<file path="config.mk">
export PLATFORM = sky130hd
export DESIGN_NAME = sd_cmd_bridge
export DESIGN_NICKNAME = d
export VERILOG_FILES = /design/src/rtl/sd_bridge_pkg.sv /design/src/rtl/sd_bridge_fifo.sv /design/src/rtl/sd_cmd_bridge.sv
export SDC_FILE = /design/constraint.sdc
export NUM_CORES = 1
export LEC_CHECK = 0
export ABC_AREA = 1
export CORE_ASPECT_RATIO = 0.8
export CORE_MARGIN = 2
export CORE_UTILIZATION = 45
export DETAILED_ROUTE_END_ITERATION = 8
export SLEW_MARGIN = 10
export SYNTH_ARGS = -nofsm -noshare
export SYNTH_HDL_FRONTEND = slang
export SYNTH_SLANG_ARGS = --single-unit
</file>
<file path="constraint.sdc">
create_clock -name CLK -period 16.1 [get_ports CLK]
set_input_delay 1.61 -clock CLK [delete_from_list [all_inputs] [get_ports CLK]]
set_output_delay 1.61 -clock CLK [all_outputs]
set_load 0.03 [all_outputs]
</file>
<file path="src/rtl/sd_bridge_pkg.sv">
// Shared constants and types for the UART-to-SD command bridge.
// Opcodes, echo characters, parser states and the pattern reset value.
package sd_bridge_pkg;

    localparam logic [7:0] OP_WRITE   = 8'h77; // 'w'
    localparam logic [7:0] OP_READ    = 8'h72; // 'r'
    localparam logic [7:0] OP_PATTERN = 8'h70; // 'p'
    localparam logic [7:0] OP_CLEAR   = 8'h63; // 'c'

    localparam logic [7:0] ECHO_OK  = 8'h4B; // 'K'
    localparam logic [7:0] ECHO_ERR = 8'h45; // 'E'

    localparam logic [7:0] WD_RESET_PAT = 8'h41;

    typedef enum logic [2:0] {
        ST_IDLE,
        ST_ADDR,
        ST_LEN,
        ST_SEED,
        ST_ISSUE,
        ST_WAIT_ACK
    } parse_state_t;

    function automatic logic is_opcode(input logic [7:0] b);
        return (b == OP_WRITE) || (b == OP_READ) ||
               (b == OP_PATTERN) || (b == OP_CLEAR);
    endfunction

endpackage

</file>
<file path="src/rtl/sd_bridge_fifo.sv">
// First-word-fall-through FIFO with flush and almost-full flag.
// Ports: clk, rst (async high), flush, push/din, pop/head,
//        empty, full, afull (free entries < BUSY_MARGIN).
// A push while full is accepted only if a pop happens the same cycle.
module sd_bridge_fifo
    import sd_bridge_pkg::*;
#(
    parameter int WIDTH       = 8,
    parameter int AWIDTH      = 6,
    parameter int BUSY_MARGIN = 4
) (
    input  logic             clk,
    input  logic             rst,
    input  logic             flush,
    input  logic             push,
    input  logic [WIDTH-1:0] din,
    input  logic             pop,
    output logic [WIDTH-1:0] head,
    output logic             empty,
    output logic             full,
    output logic             afull
);

    localparam int DEPTH = 1 << AWIDTH;

    logic [WIDTH-1:0] mem [DEPTH];
    logic [AWIDTH:0]  wr_ptr;
    logic [AWIDTH:0]  rd_ptr;
    logic [AWIDTH:0]  count;
    logic [AWIDTH:0]  free;
    logic             do_push;
    logic             do_pop;

    // Pointers carry one extra bit so count == DEPTH is distinguishable.
    assign count = wr_ptr - rd_ptr;
    assign free  = (AWIDTH+1)'(DEPTH) - count;
    assign empty = (count == '0);
    assign full  = count[AWIDTH];
    assign afull = 32'(free) < BUSY_MARGIN;

    assign do_pop  = pop && !empty;
    assign do_push = push && (!full || do_pop);
    assign head    = mem[rd_ptr[AWIDTH-1:0]];

    always_ff @(posedge clk or posedge rst) begin
        if (rst) begin
            wr_ptr <= '0;
            rd_ptr <= '0;
        end else if (flush) begin
            wr_ptr <= '0;
            rd_ptr <= '0;
        end else begin
            if (do_push) wr_ptr <= wr_ptr + (AWIDTH+1)'(1);
            if (do_pop)  rd_ptr <= rd_ptr + (AWIDTH+1)'(1);
        end
    end

    always_ff @(posedge clk) begin
        if (do_push && !flush) mem[wr_ptr[AWIDTH-1:0]] <= din;
    end

endmodule

</file>
<file path="src/rtl/sd_cmd_bridge.sv">
// UART command parser driving an SD card driver, plus a result FIFO
// that streams read bytes back out of the UART transmitter.
// Ports: CLK/RST, RX_* (UART in), TX_* (UART out), WR_* / RD_*
//        (card requests), WD_* (write pattern), RES_* (read results),
//        BUSY (request outstanding), OVF (sticky result overflow).
// Option: define SD_BRIDGE_ECHO_EN to send 'K'/'E' status bytes.
module sd_cmd_bridge
    import sd_bridge_pkg::*;
#(
    parameter int ADDR_W      = 32,
    parameter int LEN_W       = 8,
    parameter int FIFO_AW     = 6,
    parameter int BUSY_MARGIN = 4,
    parameter int TIMEOUT_CYC = 5000000
) (
    input  logic              CLK,
    input  logic              RST,
    input  logic              RX_STB,
    input  logic [7:0]        RX_DAT,
    output logic              RX_ACK,
    output logic              TX_STB,
    output logic [7:0]        TX_DAT,
    input  logic              TX_RDY,
    output logic              WR_STB,
    output logic [ADDR_W-1:0] WR_ADDR,
    output logic [LEN_W-1:0]  WR_LENGTH,
    input  logic              WR_ACK,
    output logic              WD_STB,
    output logic [7:0]        WD_DATA,
    input  logic              WD_ACK,
    output logic              RD_STB,
    output logic [ADDR_W-1:0] RD_ADDR,
    output logic [LEN_W-1:0]  RD_LENGTH,
    input  logic              RD_ACK,
    input  logic              RES_STB,
    input  logic [7:0]        RES_DATA,
    output logic              RES_BUSY,
    output logic              BUSY,
    output logic              OVF
);

    localparam int ABYTES = ADDR_W / 8;
    localparam int LBYTES = LEN_W / 8;
    localparam int NBYTES = (ABYTES > LBYTES) ? ABYTES : LBYTES;
    localparam int BC_W   = $clog2(NBYTES) + 1;
    localparam int TO_W   = $clog2(TIMEOUT_CYC + 1) + 1;

    localparam logic [BC_W-1:0] A_LAST   = BC_W'(ABYTES - 1);
    localparam logic [BC_W-1:0] L_LAST   = BC_W'(LBYTES - 1);
    localparam logic [TO_W-1:0] TO_LIMIT = TO_W'(TIMEOUT_CYC);

    parse_state_t      state;
    logic              is_rd;
    logic [BC_W-1:0]   byte_cnt;
    logic [TO_W-1:0]   tmo_cnt;
    logic [ADDR_W-1:0] addr_sr;
    logic [LEN_W-1:0]  len_sr;

    logic in_frame;
    logic tmo_hit;
    logic ack_hit;
    logic clr_cmd;

    logic       res_pop;
    logic       res_empty;
    logic       res_full;
    logic [7:0] res_head;
    logic       res_ready;
    logic       src_valid;
    logic [7:0] src_byte;
    logic       tx_go;
    logic       tx_d2;

    assign RX_ACK = RX_STB;
    assign WD_STB = 1'b1;

    assign in_frame = (state == ST_ADDR) || (state == ST_LEN) ||
                      (state == ST_SEED);
    // Abort once more than TIMEOUT_CYC byte-less cycles have elapsed.
    assign tmo_hit  = in_frame && !RX_STB && (tmo_cnt == TO_LIMIT);
    assign ack_hit  = (state == ST_WAIT_ACK) &&
                      ((WR_STB && WR_ACK) || (RD_STB && RD_ACK));
    assign clr_cmd  = RX_STB && (state == ST_IDLE) &&
                      (RX_DAT == OP_CLEAR);

    always_ff @(posedge CLK or posedge RST) begin
        if (RST) begin
            state     <= ST_IDLE;
            is_rd     <= 1'b0;
            byte_cnt  <= '0;
            tmo_cnt   <= '0;
            addr_sr   <= '0;
            len_sr    <= '0;
            WR_STB    <= 1'b0;
            WR_ADDR   <= '0;
            WR_LENGTH <= '0;
            RD_STB    <= 1'b0;
            RD_ADDR   <= '0;
            RD_LENGTH <= '0;
            BUSY      <= 1'b0;
            WD_DATA   <= WD_RESET_PAT;
        end else begin
            if (WD_ACK) WD_DATA <= WD_DATA + 8'd1;

            if (in_frame && !RX_STB) tmo_cnt <= tmo_cnt + TO_W'(1);
            else                     tmo_cnt <= '0;

            unique case (state)
                ST_IDLE: begin
                    if (RX_STB) begin
                        unique case (1'b1)
                            (RX_DAT == OP_WRITE),
                            (RX_DAT == OP_READ): begin
                                is_rd    <= (RX_DAT == OP_READ);
                                byte_cnt <= '0;
                                state    <= ST_ADDR;
                            end
                            (RX_DAT == OP_PATTERN): state <= ST_SEED;
                            default:                state <= ST_IDLE;
                        endcase
                    end
                end
                ST_ADDR: begin
                    if (tmo_hit) begin
                        state <= ST_IDLE;
                    end else if (RX_STB) begin
                        addr_sr <= (addr_sr << 8) | ADDR_W'(RX_DAT);
                        if (byte_cnt == A_LAST) begin
                            byte_cnt <= '0;
                            state    <= ST_LEN;
                        end else begin
                            byte_cnt <= byte_cnt + BC_W'(1);
                        end
                    end
                end
                ST_LEN: begin
                    if (tmo_hit) begin
                        state <= ST_IDLE;
                    end else if (RX_STB) begin
                        len_sr <= (len_sr << 8) | LEN_W'(RX_DAT);
                        if (byte_cnt == L_LAST) begin
                            byte_cnt <= '0;
                            BUSY     <= 1'b1;
                            state    <= ST_ISSUE;
                        end else begin
                            byte_cnt <= byte_cnt + BC_W'(1);
                        end
                    end
                end
                ST_SEED: begin
                    if (tmo_hit) begin
                        state <= ST_IDLE;
                    end else if (RX_STB) begin
                        // Seed overrides a same-cycle WD_ACK increment.
                        WD_DATA <= RX_DAT;
                        state   <= ST_IDLE;
                    end
                end
                ST_ISSUE: begin
                    if (is_rd) begin
                        RD_ADDR   <= addr_sr;
                        RD_LENGTH <= len_sr;
                        RD_STB    <= 1'b1;
                    end else begin
                        WR_ADDR   <= addr_sr;
                        WR_LENGTH <= len_sr;
                        WR_STB    <= 1'b1;
                    end
                    state <= ST_WAIT_ACK;
                end
                ST_WAIT_ACK: begin
                    if (ack_hit) begin
                        WR_STB <= 1'b0;
                        RD_STB <= 1'b0;
                        BUSY   <= 1'b0;
                        state  <= ST_IDLE;
                    end
                end
                default: state <= ST_IDLE;
            endcase
        end
    end

    sd_bridge_fifo #(
        .WIDTH      (8),
        .AWIDTH     (FIFO_AW),
        .BUSY_MARGIN(BUSY_MARGIN)
    ) u_res_fifo (
        .clk  (CLK),
        .rst  (RST),
        .flush(clr_cmd),
        .push (RES_STB),
        .din  (RES_DATA),
        .pop  (res_pop),
        .head (res_head),
        .empty(res_empty),
        .full (res_full),
        .afull(RES_BUSY)
    );

    // Don't launch a result byte in the cycle its FIFO is flushed.
    assign res_ready = !res_empty && !clr_cmd;

`ifdef SD_BRIDGE_ECHO_EN
    logic       echo_push;
    logic [7:0] echo_chr;
    logic       echo_pop;
    logic       echo_empty;
    logic [7:0] echo_head;
    logic       echo_full_unused;
    logic       echo_afull_unused;
    logic       bad_op;
    logic       drop_byte;

    assign bad_op    = RX_STB && (state == ST_IDLE) && !is_opcode(RX_DAT);
    // The ACK cycle itself reports 'K'; a byte landing then is lost silently.
    assign drop_byte = RX_STB && BUSY && !ack_hit;
    assign echo_push = ack_hit || bad_op || drop_byte || tmo_hit;
    assign echo_chr  = ack_hit ? ECHO_OK : ECHO_ERR;

    sd_bridge_fifo #(
        .WIDTH      (8),
        .AWIDTH     (2),
        .BUSY_MARGIN(1)
    ) u_echo_fifo (
        .clk  (CLK),
        .rst  (RST),
        .flush(1'b0),
        .push (echo_push),
        .din  (echo_chr),
        .pop  (echo_pop),
        .head (echo_head),
        .empty(echo_empty),
        .full (echo_full_unused),
        .afull(echo_afull_unused)
    );

    assign src_valid = !echo_empty || res_ready;
    assign src_byte  = !echo_empty ? echo_head : res_head;
    assign echo_pop  = tx_go && !echo_empty;
    assign res_pop   = tx_go && echo_empty;
`else
    assign src_valid = res_ready;
    assign src_byte  = res_head;
    assign res_pop   = tx_go;
`endif

    // TX_STB is the previous cycle's launch; tx_d2 the one before it.
    assign tx_go = src_valid && TX_RDY && !TX_STB && !tx_d2;

    always_ff @(posedge CLK or posedge RST) begin
        if (RST) begin
            TX_STB <= 1'b0;
            TX_DAT <= 8'h00;
            tx_d2  <= 1'b0;
        end else begin
            TX_STB <= tx_go;
            tx_d2  <= TX_STB;
            if (tx_go) TX_DAT <= src_byte;
        end
    end

    always_ff @(posedge CLK or posedge RST) begin
        if (RST) begin
            OVF <= 1'b0;
        end else if (clr_cmd) begin
            OVF <= 1'b0;
        end else if (RES_STB && res_full && !res_pop) begin
            OVF <= 1'b1;
        end
    end

endmodule

</file>
Word level (Yosys, flattened, before mapping)
Memories as Yosys holds them, arrays and structs flattened. A register that Yosys moved wholly into a read port is not among the register bits.
Cells that the tools add are included.
W data, S select, Z words.
{"block": "op_classes", "addsub": 7, "order_cmp": 1, "eq_ne": 26, "n_mux": 43, "bitwise": 3, "reduce_logical": 47}
{"op": "$mux W3", "count": 18}
{"op": "$eq A8 B7 Y1 const B", "count": 4}
{"op": "$mux W8", "count": 4}
{"op": "$or A32 B8 Y32", "count": 1}
{"op": "$mux W7", "count": 4}
{"op": "$add A24 B1 Y24 const B", "count": 1}
{"op": "$eq A24 B23 Y1 const B", "count": 1}
{"op": "$mux W24", "count": 1}
{"op": "$pmux W3 S6", "count": 1}
{"op": "$logic_and A1 B1 Y1", "count": 16}
{"op": "$ne A2 B2 Y1 const B", "count": 8}
{"op": "$reduce_and A3 Y1", "count": 5}
{"op": "$add A7 B1 Y7 const B", "count": 2}
{"op": "$reduce_and A7 Y1", "count": 2}
{"op": "$mux W1", "count": 10}
{"op": "$reduce_bool A2 Y1", "count": 5}
{"op": "$eq A3 B2 Y1 const B", "count": 3}
{"op": "$ne A3 B3 Y1 const B", "count": 3}
{"op": "$pmux W3 S3", "count": 1}
{"op": "$add A8 B1 Y8 const B", "count": 1}
{"op": "$logic_not A1 Y1", "count": 7}
{"op": "$logic_not A7 Y1", "count": 1}
{"op": "$lt A7 B3 Y1 const B", "count": 1}
{"op": "$sub A7 B7 Y7", "count": 1}
{"op": "15 further kinds", "count": 26}
{"block": "totals", "ff_bits": 179, "mem_bits_rw": 512, "in_bits": 24, "output_inout_bits": 104, "memories": 1}
{"name": "u_res_fifo.mem", "depth": 64, "width": 8, "read_ports": 1, "rd_ports_with_merged_regs": 1, "write_ports": 1, "line_no": "sd_bridge_fifo.sv:26", "source": "logic [WIDTH-1:0] mem [DEPTH];"}

Depth between registers and ports, before layout
Gate-level depths: netlist of run 1.
{"block": "logic_depth", "depth_word": 14, "ltp_mapped": 17}

By module
From an unflattened synthesis of run 1, not the netlist that was laid out.
{"block": "unflattened", "hier_cells": 2915, "hier_area_um2": 29950.0}
{"mod": "sd_bridge_fifo", "n_inst": 1, "cells_per_inst": 2063, "area_each_um2": 22515.3}
{"mod": "sd_cmd_bridge", "n_inst": 1, "cells_per_inst": 852, "area_each_um2": 7434.6}

Worst setup path after synthesis of run 1
OpenSTA, ideal clock, no wires.
{"block": "synth_path", "path_type": "register to output", "start": "reg u_res_fifo.rd_ptr[3]", "end": "out RES_BUSY", "t_arrival_ns": 2.487, "setup_slack_ns": 12.003, "path_stages_with_launch": 13, "n_path_buf": 3, "path_cell_list": "dfrtp_1 buf_2 inv_1 buf_2 buf_2 ha_1 a21oi_1 nand2_1 nand3_1 nand3_1 nand2_1 inv_2 o31ai_1"}
{"block": "synth_between", "elab_chain_cells": 3}
{"item": "from (decl)", "line_no": "sd_bridge_fifo.sv:28", "source": "logic [AWIDTH:0] rd_ptr;"}
{"item": "from (signal assigned)", "line_no": "sd_bridge_fifo.sv:54", "source": "if (do_pop) rd_ptr <= rd_ptr + (AWIDTH+1)'(1);"}
{"item": "$sub A7 B7 Y7", "line_no": "sd_bridge_fifo.sv:35", "source": "assign count = wr_ptr - rd_ptr;"}
{"item": "$sub A7 B7 Y7", "line_no": "sd_bridge_fifo.sv:36", "source": "assign free = (AWIDTH+1)'(DEPTH) - count;"}
{"item": "$lt A7 B3 Y1", "line_no": "sd_bridge_fifo.sv:39", "source": "assign afull = 32'(free) < BUSY_MARGIN;"}
{"item": "to (decl)", "line_no": "sd_cmd_bridge.sv:37", "source": "output logic RES_BUSY,"}
No other way between the ends.

Worst setup path in the final report of run 1
{"block": "layout_path", "start": "reg u_res_fifo.rd_ptr[1]", "end": "out RES_BUSY"}
Same word-level chain as after synthesis.

==> results of run 1 <==
[layout make-up]
cell class / count / share of cell area [%]
clock buffers: 95 / 5.88
repair buffers: 139 / 3.93
well taps: 860 / 3.16
clock inverters: 38 / 1.23
flip-flops and latches: 699 / 59.0
inverters: 232 / 2.60
multi-input cells: 1841 / 24.3
[worst max-delay path by stage]
stage	to	depth (start not counted)
6_report	RES_BUSY	10
5_1_grt	RES_BUSY	10
4_1_cts	RES_BUSY	10
3_5_place_dp	u_res_fifo.mem[58][5]	8
3_3_place_gp	u_res_fifo.mem[58][3]	8
2_1_floorplan	BUSY	1
[where the power goes]
part	internal (mW)	switching, mW
Combinational	0.543	1.28
Sequential	2.10	0.160
Clock	0.995	0.700
[layout by cell type (no fill, tap or decap), types with 11 or more instances in the layout]
master           instances
clkbuf_16               74
dfrtp_1                183
nor3_1                  24
nor4_1                  12
ha_1                    15
o21ai_0                173
nand4_1                 30
buf_4                   20
a21oi_1                 63
clkinv_2                17
inv_1                  216
inv_2                   11
clkdlybuf4s50_1        118
nand2_1                946
edfxtp_1               512
xor2_1                  23
nand3_1                289
clkbuf_1                14
nor2_1                 208
[sequential cells by signal, indices dropped and copies added (netlist names), 3 cells and up]
register,cells
state,3
TX_DAT,8
tmo_cnt,24
RD_ADDR,32
u_res_fifo.mem,512
RD_LENGTH,8
WR_ADDR,32
u_res_fifo.rd_ptr,7
len_sr,8
addr_sr,32
WR_LENGTH,8
u_res_fifo.wr_ptr,7
byte_cnt,3
WD_DATA,8
[worst max-delay path, stage by stage (launching register included)]
cell             delay [ns]
dfrtp_2                0.90
inv_2                  0.46
fa_1                   0.57
nand3_1                0.09
nand2_1                0.08
nand3_1                0.09
nand3_1                0.07
nand2_1                0.11
inv_2                  0.07
o31ai_1                0.54
clkdlybuf4s50_1        0.81
[cells by family (layout without fill, tap and decap cells)]
family	count (synthesis)	count (layout)	synth area share, %
multiplexers	1	1	0.0335
buffers and inverters	370	504	5.21
AND/OR/NAND/NOR	1545	1545	21.8
flip-flops	699	699	67.2
AO/OA/AOI/OAI	252	252	4.32
other	1	1	0.0126
adder cells (fa/ha/maj)	16	16	0.695
XOR/XNOR	26	26	0.763
[through the flow]
stage | setup slack (ns) | total power [mW]
finish | 10.08 | 5.78
global route | 9.79 | 6.09
global placement | 10.72 | 4.08
detailed placement | 10.57 | 4.10
CTS | 10.0 | 5.80
floorplan | 9.41 | 3.48
[routing by layer]
layer | track usage, % | up-vias | part of all wire (%)
li1 | - | 9872 | -
met1 | 33.3 | 10200 | 46
met2 | 34.2 | 765 | 44
met3 | 5.19 | 108 | 8.3
met4 | 5.44 | 0 | 2.0
met5 | 0 | - | 0
==> metrics.md, run 1 <==
| Metric | Value |
|---|---|
| Non-filler cells, final | slightly below 4000 |
| Post-synth cell types | between 40 and 50 |
| CP startpoint kind | flop |
| Initial antenna violation count | 2 |
| Worst-case reg-to-reg path depth | 11 |
| Largest cells by area after synthesis | edfxtp_1, dfrtp_1, nand2_1 |
| I/O Buffers | 126 |
| Status | finished clean |
| Top cell type's share of synthesized area | 51.5% |
| Starting Density | 45.5% |
| Worst setup EP type | primary output |
| Hold worst-path end | addr_sr[23] |
| Post-route clock period utilization | 37.4% |
| R2R Setup Slk | 11.43 ns |
| Syn Inst Count | approximately 2900 |
| TritonCTS clock tree | done |
| Gr usage total | between 20 and 25% |
| RSZ-0062 raised after global routing | false |
| Final Critical Period | 6.02 ns |
| Lkg Pwr | about 14 nW |
| Relative slew slack | between 20% and 30% |
| CTS H-tree lvls | 3 |
| Remaining antenna violation count | 0 |
| Hold WS | a little under 0.5 ns |
| I/O pin cnt | between 100 and 150 |
| Vias per cell | roughly 5.4 |
| Post-synth EDFFs | slightly above 500 |
| Total core area | roughly 66000 um2 |
| FF+latch area | 20100 um2 |
| Worst r2r src | u_res_fifo.rd_ptr[1] |
| DRT Wirelength | slightly below 80000 um |
| Synthesis-to-finish area growth | 13.9% |
| Area of the multi-input gates | about 8300 um2 |
| Sequential share of the synthesized area | between 60% and 70% |
| GR Overflow Total | 0 |
| Setup TNS | 0 ns |
| Top_reg_cell synth | edfxtp_1 |
| # diodes | 0 |
| Worst Tran Pin Value | 1.14 ns |
| Yosys top cell by area | edfxtp_1 |
| Pwr Density | around 170 nW/um2 |
| Avg Cell Area, Syn | between 10 and 15 um2 |
| Die area | just under 70000 um2 |
| VDD IR max | approximately 0.12 mV |
| WL/cell | between 15 and 20 um |
| Design Area, Final | about 34000 um2 |
| Async SR Flop Fraction | 26.8% |
| Share of layout cells above drive strength 1 | ~5.9% |
| Synth warnings | 0 |
| CTS Buf Count | a little over 70 |
| Hold path depth | 2 |
| Hold_sp | addr_sr[23] |
| Synth Register Bits | roughly 700 |
| CTS clk-pin slew, worst paths | about 0.060 ns |
| Fin util | between 50% and 60% |
| # Post-CTS Setup Buffers | 0 |
| DP Area | ~32000 um2 |
| Worst EP arrival | roughly 4.4 ns |
| Synth top cells by count | nand2_1, edfxtp_1, nand3_1 |
| Root Driver | clkbuf_16 |
| Critical path peak fanout | 39 |
| Final nets | 3025 |
| Placer congestion estimate | around 0.87 |
| Max Freq | ~170 MHz |
| Largest net degree at the start of global routing | about 160 |
| Cell Area, Synth | approximately 30000 um2 |
| Die width | between 200 and 300 um |
| Type of the worst setup path | flop to primary output |
| Row cnt | 84 |
| First-pass GRT wire length | between 100000 and 150000 um |
| Initial DRC count | about 2300 |
| Vias in the first global route | between 20000 and 25000 |
| CTS Sinks | between 600 and 700 |
| Maxcap violations | 0 |
| R2R Path End | u_res_fifo.mem[58][5] |
| Fillers | roughly 5800 |
| Worst hold path type | flop to flop |
| Placed cells | about 3800 |
| Hold_buf cts | 0 |
| Endpoints failing setup | 0 |
| Hold Fails Final Rpt | 0 |
| Chip Height | about 230 um |
| Critical Path RT | about 14 ns |
| DRT Pass-1 Iters | 6 |
| Max-slew violation count | 0 |
| Resized Gates After CTS | 0 |
| Most common cell in the synthesized netlist | nand2_1 |
| Detailed placement HPWL | approximately 48000 um |
| Clk buf depth | 3 |
| Residual DRC | 0 |
| Final clock skew | about 0.021 ns |
| Vias | ~21000 |
| Worst skew pair latency | approximately 0.62 ns |
| CP Launch Point | u_res_fifo.rd_ptr[1] |
| Post-synthesis net count | between 2000 and 3000 |
Power figures use the tool's default switching activity.
==> run 2, diff against run 1 <==
clock period = 4.9 ns   (was 16.1 ns; I/O delays follow)
==> run 2 against run 1 <==
Net effect: total power grew to 3.3 times the previous value; sequential power grew to 3.2 times the previous value; clock skew is essentially flat; non-clock buffer count grew 7; core utilization is essentially flat; first-iteration DRC count grew 8.7%; final area is essentially flat; count of clock-buffer cells in the layout shrank 4; wire length grew 2.7%; worst hold slack lost 0.084 ns; die area is the same; critical endpoint unchanged; largest cell class unchanged.
==> metrics.md, run 2 (same netlist as run 1, synthesis figures left out) <==
| Metric | Value |
|---|---|
| Final clock skew | 0.0216 ns (+0.000317 ns) |
| R2R Path End | u_res_fifo.mem[57][2] |
| Placer congestion estimate | 0.899 (+3.4%) |
| Endpoints failing setup | 0 (unchanged) |
| Relative slew slack | 21.6% (-2.2 points) |
| Critical path peak fanout | 14 (-64%) |
| I/O Buffers | 126 (unchanged) |
| FF+latch area | 20100 um2 (unchanged) |
| CTS H-tree lvls | 3 (unchanged) |
| Critical Path RT | 4.41 ns (-10.08 ns) |
| Detailed placement HPWL | 49500 um (+2.8%) |
| WL/cell | 20.5 um (+2.5%) |
| Worst hold path type | input port to async pin |
| Resized Gates After CTS | 0 (unchanged) |
| Max-slew violation count | 0 (unchanged) |
| CP startpoint kind | flop |
| Row cnt | 84 (unchanged) |
| Die width | 292 um (unchanged) |
| Worst r2r src | u_res_fifo.rd_ptr[4] |
| Worst skew pair latency | 0.62 ns (about the same) |
| Starting Density | 45.5% (unchanged) |
| Total core area | 65700 um2 (unchanged) |
| Worst EP arrival | 3.97 ns (-0.44 ns) |
| Fin util | 51.8% (about the same) |
| CTS Buf Count | 72 (unchanged) |
| Share of layout cells above drive strength 1 | 5.91% (-0.041 points) |
| Non-filler cells, final | 3908 (+0.10%) |
| CTS Sinks | 699 (unchanged) |
| Vias in the first global route | 20400 (+0.90%) |
| Commonest cells after routing, fill and taps aside | nand2_1, edfxtp_1, nand3_1 |
| Lkg Pwr | 13.6 nW (-0.24%) |
| Vias | 21300 (+1.5%) |
| Placed cells | 3778 (+0.19%) |
| # Post-CTS Setup Buffers | 0 (unchanged) |
| # diodes | 0 (unchanged) |
| Hold_buf cts | 0 (unchanged) |
| Worst setup EP type | primary output |
| Residual DRC | 0 (unchanged) |
| DRT Pass-1 Iters | 6 (unchanged) |
| Vias per cell | 5.45 (+1.4%) |
| Post-route clock period utilization | a little over 90% |
| Worst-case reg-to-reg path depth | 10 (-1) |
| Hold Fails Final Rpt | 0 (unchanged) |
| Fillers | 5836 (+0.017%) |
| CTS clk-pin slew, worst paths | 0.06 ns (about the same) |
| Final Critical Period | 4.46 ns |
| Max reg flops | 512 (unchanged) |
| Status | finished clean |
| Gr usage total | 23.4% (+0.71 points) |
| Clk buf depth | 3 (unchanged) |
| TritonCTS clock tree | done |
| VDD IR max | 0.362 mV (+200%) |
| Maxcap violations | 0 (unchanged) |
| Hold WS | 0.398 ns (-0.0842 ns) |
| Remaining antenna violation count | 0 (unchanged) |
| Largest net degree at the start of global routing | 188 (+16%) |
| Worst Tran Pin Value | 1.18 ns (+0.0336 ns) |
| Chip Height | 234 um (unchanged) |
| Synthesis-to-finish area growth | 13.9% (about the same) |
| Type of the worst setup path | flop to primary output |
| Initial antenna violation count | 0 (-2) |
| Area of the multi-input gates | 8250 um2 (unchanged) |
| Final nets | 3032 (+0.23%) |
| RSZ-0062 raised after global routing | false |
| Commonest non-fill, non-tap cell in the layout | nand2_1 |
| CP Launch Point | u_res_fifo.rd_ptr[4] |
| Setup TNS | 0 ns (unchanged) |
| Initial DRC count | 2446 (+8.7%) |
| Max Freq | approximately 220 MHz |
| Pwr Density | 556 nW/um2 (+230%) |
| Die area | 68500 um2 (unchanged) |
| Root Driver | clkbuf_16 |
| GR Overflow Total | 0 (unchanged) |
| I/O pin cnt | 128 (unchanged) |
| First-pass GRT wire length | 122000 um (+3.0%) |
| DRT Wirelength | 79900 um (+2.7%) |
| R2R Setup Slk | 0.95 ns (-10.48 ns) |
-- run 2: cell count changes in the layout (fill, tap and decap cells not counted), moves of 2 or more --
cell,before,now
buf_4,20,25
clkinv_2,17,13
clkinv_8,4,1
clkbuf_8,7,4
buf_12,0,2
inv_6,5,3
clkinv_1,9,15
clkinvlp_4,0,4
-- run 2: final cells by class --
type                       instances  share of cell area (%)
multi-input combinational       1841                    24.3
inverter                         232                    2.59
sequential                       699                    59.0
timing repair buffer             146                    4.16
tap                              860                    3.16
clock buffer                      91                    5.75
clock inverter                    39                    1.06
-- run 2: how the worst max path moves through the flow --
stage                                        to  slack, ns  cells after the start
final                                  RES_BUSY       0.44                      8
after global routing                   RES_BUSY       0.11                      8
after CTS                              RES_BUSY       0.47                      8
after detailed placement  u_res_fifo.mem[57][2]       1.00                     10
after global placement    u_res_fifo.mem[57][1]       1.12                     10
after floorplan                        RES_BUSY       1.92                     12
-- run 2: metrics by stage --
stage          total power [mW]  setup WS [ns]  cell area [um2]
3_5_place_dp               13.5           1.00            31700
4_1_cts                    19.0          0.468            34000
5_1_grt                    19.9          0.114            34000
2_1_floorplan              11.4           1.92            29900
3_3_place_gp               13.5           1.12            31700
6_report                   18.9          0.437            34000
-- run 2: critical path, cell delays in order, from the launching register on --
cell,delay [ns]
dfrtp_1,0.64
clkinv_1,0.39
ha_1,0.45
a21oi_1,0.22
nand2_1,0.08
nand2_1,0.06
nand2_1,0.09
o31ai_1,0.61
clkdlybuf4s50_1,0.81
-- run 2: power breakdown --
part,total [mW],switching [mW],internal [mW]
logic,6.21,4.40,1.81
clock network,5.42,2.27,3.15
registers,7.27,0.375,6.90
-- run 2: metal layers --
layer | global-route usage, % | up-vias | share of wire [%]
li1 | - | 9869 | -
met1 | 35.2 | 10500 | 46
met2 | 34.6 | 821 | 43
met3 | 4.25 | 141 | 7.8
met4 | 6.72 | 0 | 2.5
met5 | 0 | - | 0
==> run 3, diff against run 2 <==
CELL_PAD_IN_SITES_DETAIL_PLACEMENT = 0   (was unset)
CELL_PAD_IN_SITES_GLOBAL_PLACEMENT = 2   (was unset)
CORE_UTILIZATION = 36   (was 45)
PLACE_DENSITY_LB_ADDON = 0.1   (was unset)
==> run 3 against run 2 <==
Net effect: global-route usage shrank 2.7 points; count of clock-buffer cells in the layout up 7; critical path depth increased by 3; total power is 1.6% higher; clock skew is 0.0010 ns higher; final area rose by 2.3%; wire length rose by 10%.
==> metrics.md, run 3 (same netlist as run 1, synthesis figures left out) <==
| Metric | Value |
|---|---|
| Lkg Pwr | 13.9 nW (+2.3%) |
| Max Freq | 235 MHz (+4.9%) |
| Setup TNS | 0 ns (unchanged) |
| WL/cell | 20.9 um (+2.2%) |
| Total core area | 82200 um2 (+25%) |
| Remaining antenna violation count | 0 (unchanged) |
| Initial DRC count | 1493 (-39%) |
| R2R Path End | u_res_fifo.mem[60][1] |
| Fin util | 42.3% (-9.5 points) |
| Worst setup margin | 0.646 ns (+0.209 ns) |
| Type of the worst setup path | flop to primary output |
| Residual DRC | 0 (unchanged) |
| Area of the multi-input gates | 8250 um2 (unchanged) |
| VDD IR max | 0.481 mV (+33%) |
| Worst Tran Pin Value | 1.19 ns (+0.0144 ns) |
| R2R Setup Slk | 1.12 ns (+0.17 ns) |
| Relative slew slack | 20.6% (-0.96 points) |
| Chip Height | 262 um (+12%) |
| # Post-CTS Setup Buffers | 0 (unchanged) |
| Hold_buf cts | 0 (unchanged) |
| Critical Path RT | 4.41 ns (about the same) |
| Cells along the critical path | clkinv_2 -> buf_4 -> ha_1 -> nand3_1 -> nand2_1 -> nand3_1 -> nand2_1 -> nand2_1 -> nand2_1 -> o31ai_1 -> buf_12 |
| TritonCTS clock tree | done |
| Commonest non-fill, non-tap cell in the layout | nand2_1 |
| CTS clk-pin slew, worst paths | 0.06 ns (about the same) |
| Share of layout cells above drive strength 1 | 7.60% (+1.7 points) |
| Fillers | 7958 (+36%) |
| Initial antenna violation count | 1 (+1) |
| Post-route clock period utilization | 86.8% (-4.3 points) |
| Tot Pwr | 19.2 mW (+1.6%) |
| Hold WS | 0.385 ns (-0.0128 ns) |
| Maxcap violations | 0 (unchanged) |
| GR Overflow Total | 0 (unchanged) |
| # diodes | 0 (unchanged) |
| I/O pin cnt | 128 (unchanged) |
| Starting Density | 36.3% (-9.1 points) |
| CP Launch Point | u_res_fifo.rd_ptr[1] |
| Hold Fails Final Rpt | 0 (unchanged) |
| CTS H-tree lvls | 3 (unchanged) |
| Die width | 326 um (+12%) |
| Worst EP arrival | 3.76 ns (-0.21 ns) |
| Root Driver | clkbuf_16 |
| Worst skew pair latency | 0.64 ns (+0.02 ns) |
| Final clock skew | 0.0226 ns (+0.00100 ns) |
| CTS Sinks | 699 (unchanged) |
| Die area | 85300 um2 (+25%) |
| Final Critical Period | 4.25 ns (-0.209 ns) |
| Worst r2r src | u_res_fifo.rd_ptr[1] |
| Vias in the first global route | 20700 (+1.6%) |
| First-pass GRT wire length | 132000 um (+8.8%) |
| Detailed placement HPWL | 55700 um (+13%) |
| DRT Wirelength | 88000 um (+10%) |
| CP startpoint kind | flop |
| Max-slew violation count | 0 (unchanged) |
| Synthesis-to-finish area growth | 16.4% |
| Vias | 20900 (-2.1%) |
| Vias per cell | 4.95 (-9.1%) |
| CP max stage delay | 0.81 ns (about the same) |
| CTS Buf Count | 76 (+5.6%) |
| Largest net degree at the start of global routing | 193 (+2.7%) |
| Clk buf depth | 3 (unchanged) |
| RSZ-0062 raised after global routing | false |
| Placer congestion estimate | 0.827 (-8.0%) |
| I/O Buffers | 126 (unchanged) |
| Worst setup path endpoint | RES_BUSY |
| Critical path peak fanout | 89 (+75) |
| FF+latch area | 20100 um2 (about the same) |
| Commonest cells after routing, fill and taps aside | nand2_1, edfxtp_1, nand3_1 |
| Pwr Density | 553 nW/um2 (-0.62%) |
| Worst hold path type | input port to async pin |
| Row cnt | 94 (+12%) |
| Place WS | 1.10 ns (+0.0921 ns) |
| Final nets | 3088 (+1.8%) |
| Slowest CP cell | buf_4 |
| Gr usage total | 20.6% (-2.7 points) |
| Max reg flops | 512 (unchanged) |
| Status | finished clean |
| Endpoints failing setup | 0 (unchanged) |
| Worst setup EP type | primary output |
| DRT Pass-1 Iters | 5 (-1) |
| Resized Gates After CTS | 0 (unchanged) |
| Cell mode on critical path | nand2_1 |
| Worst-case reg-to-reg path depth | 11 (+1) |
[run 3: worst min path at each step]
| stage | startpoint | slack (ns) | end | depth (start not counted) |
|---|---|---|---|---|
| after floorplan | addr_sr[0] | 0.45 | addr_sr[0] | 2 |
| after global placement | WR_ADDR[28] | 0.46 | WR_ADDR[28] | 2 |
| after detailed placement | TX_STB | 0.47 | tx_d2 | 0 |
| after CTS | RST | 0.37 | tmo_cnt[21] | 2 |
| after global routing | RST | 0.43 | byte_cnt[2] | 2 |
| final | RST | 0.39 | byte_cnt[2] | 2 |
[run 3: where the power goes]
| group | internal (mW) | total [mW] | leakage [nW] | switching (mW) |
|---|---|---|---|---|
| sequential | 6.90 | 7.32 | 7.11 | 0.424 |
| combinational | 1.86 | 6.30 | 5.62 | 4.44 |
| clock | 3.20 | 5.59 | 1.16 | 2.39 |
| total | 12.0 | 19.2 | 13.9 | 7.26 |
[run 3: worst max-delay path: cells and delay by family, from the launching register on]
family,cells,cell delay [ns]
AO/OA/AOI/OAI,1,0.42
adder cells (fa/ha/maj),1,0.38
buffers and inverters,3,1.13
flip-flops,1,0.68
AND/OR/NAND/NOR,6,0.51
[run 3: area by class of cell]
cell class                 count  share of cell area [%]
timing repair buffer         198                    5.20
clock inverter                39                    1.01
tap                         1104                    3.97
inverter                     232                    2.53
multi-input combinational   1841                    23.7
clock buffer                  98                    5.83
sequential                   699                    57.7
[run 3: metal layers]
| layer | vias to the layer above | GRT usage [%] | wire length (um) |
|---|---|---|---|
| met5 | - | 0 | 0 |
| met4 | 0 | 4.42 | 1370 |
| met3 | 106 | 3.56 | 4240 |
| met2 | 492 | 32.2 | 39300 |
| met1 | 10300 | 30.3 | 43100 |
| li1 | 9987 | - | - |
[run 3: stage by stage]
step,instance area [um2],cells
2_1_floorplan,29900,2910
3_3_place_gp,32400,4074
3_5_place_dp,32400,4074
4_1_cts,34800,4211
5_1_grt,34800,4211
6_report,34800,4211
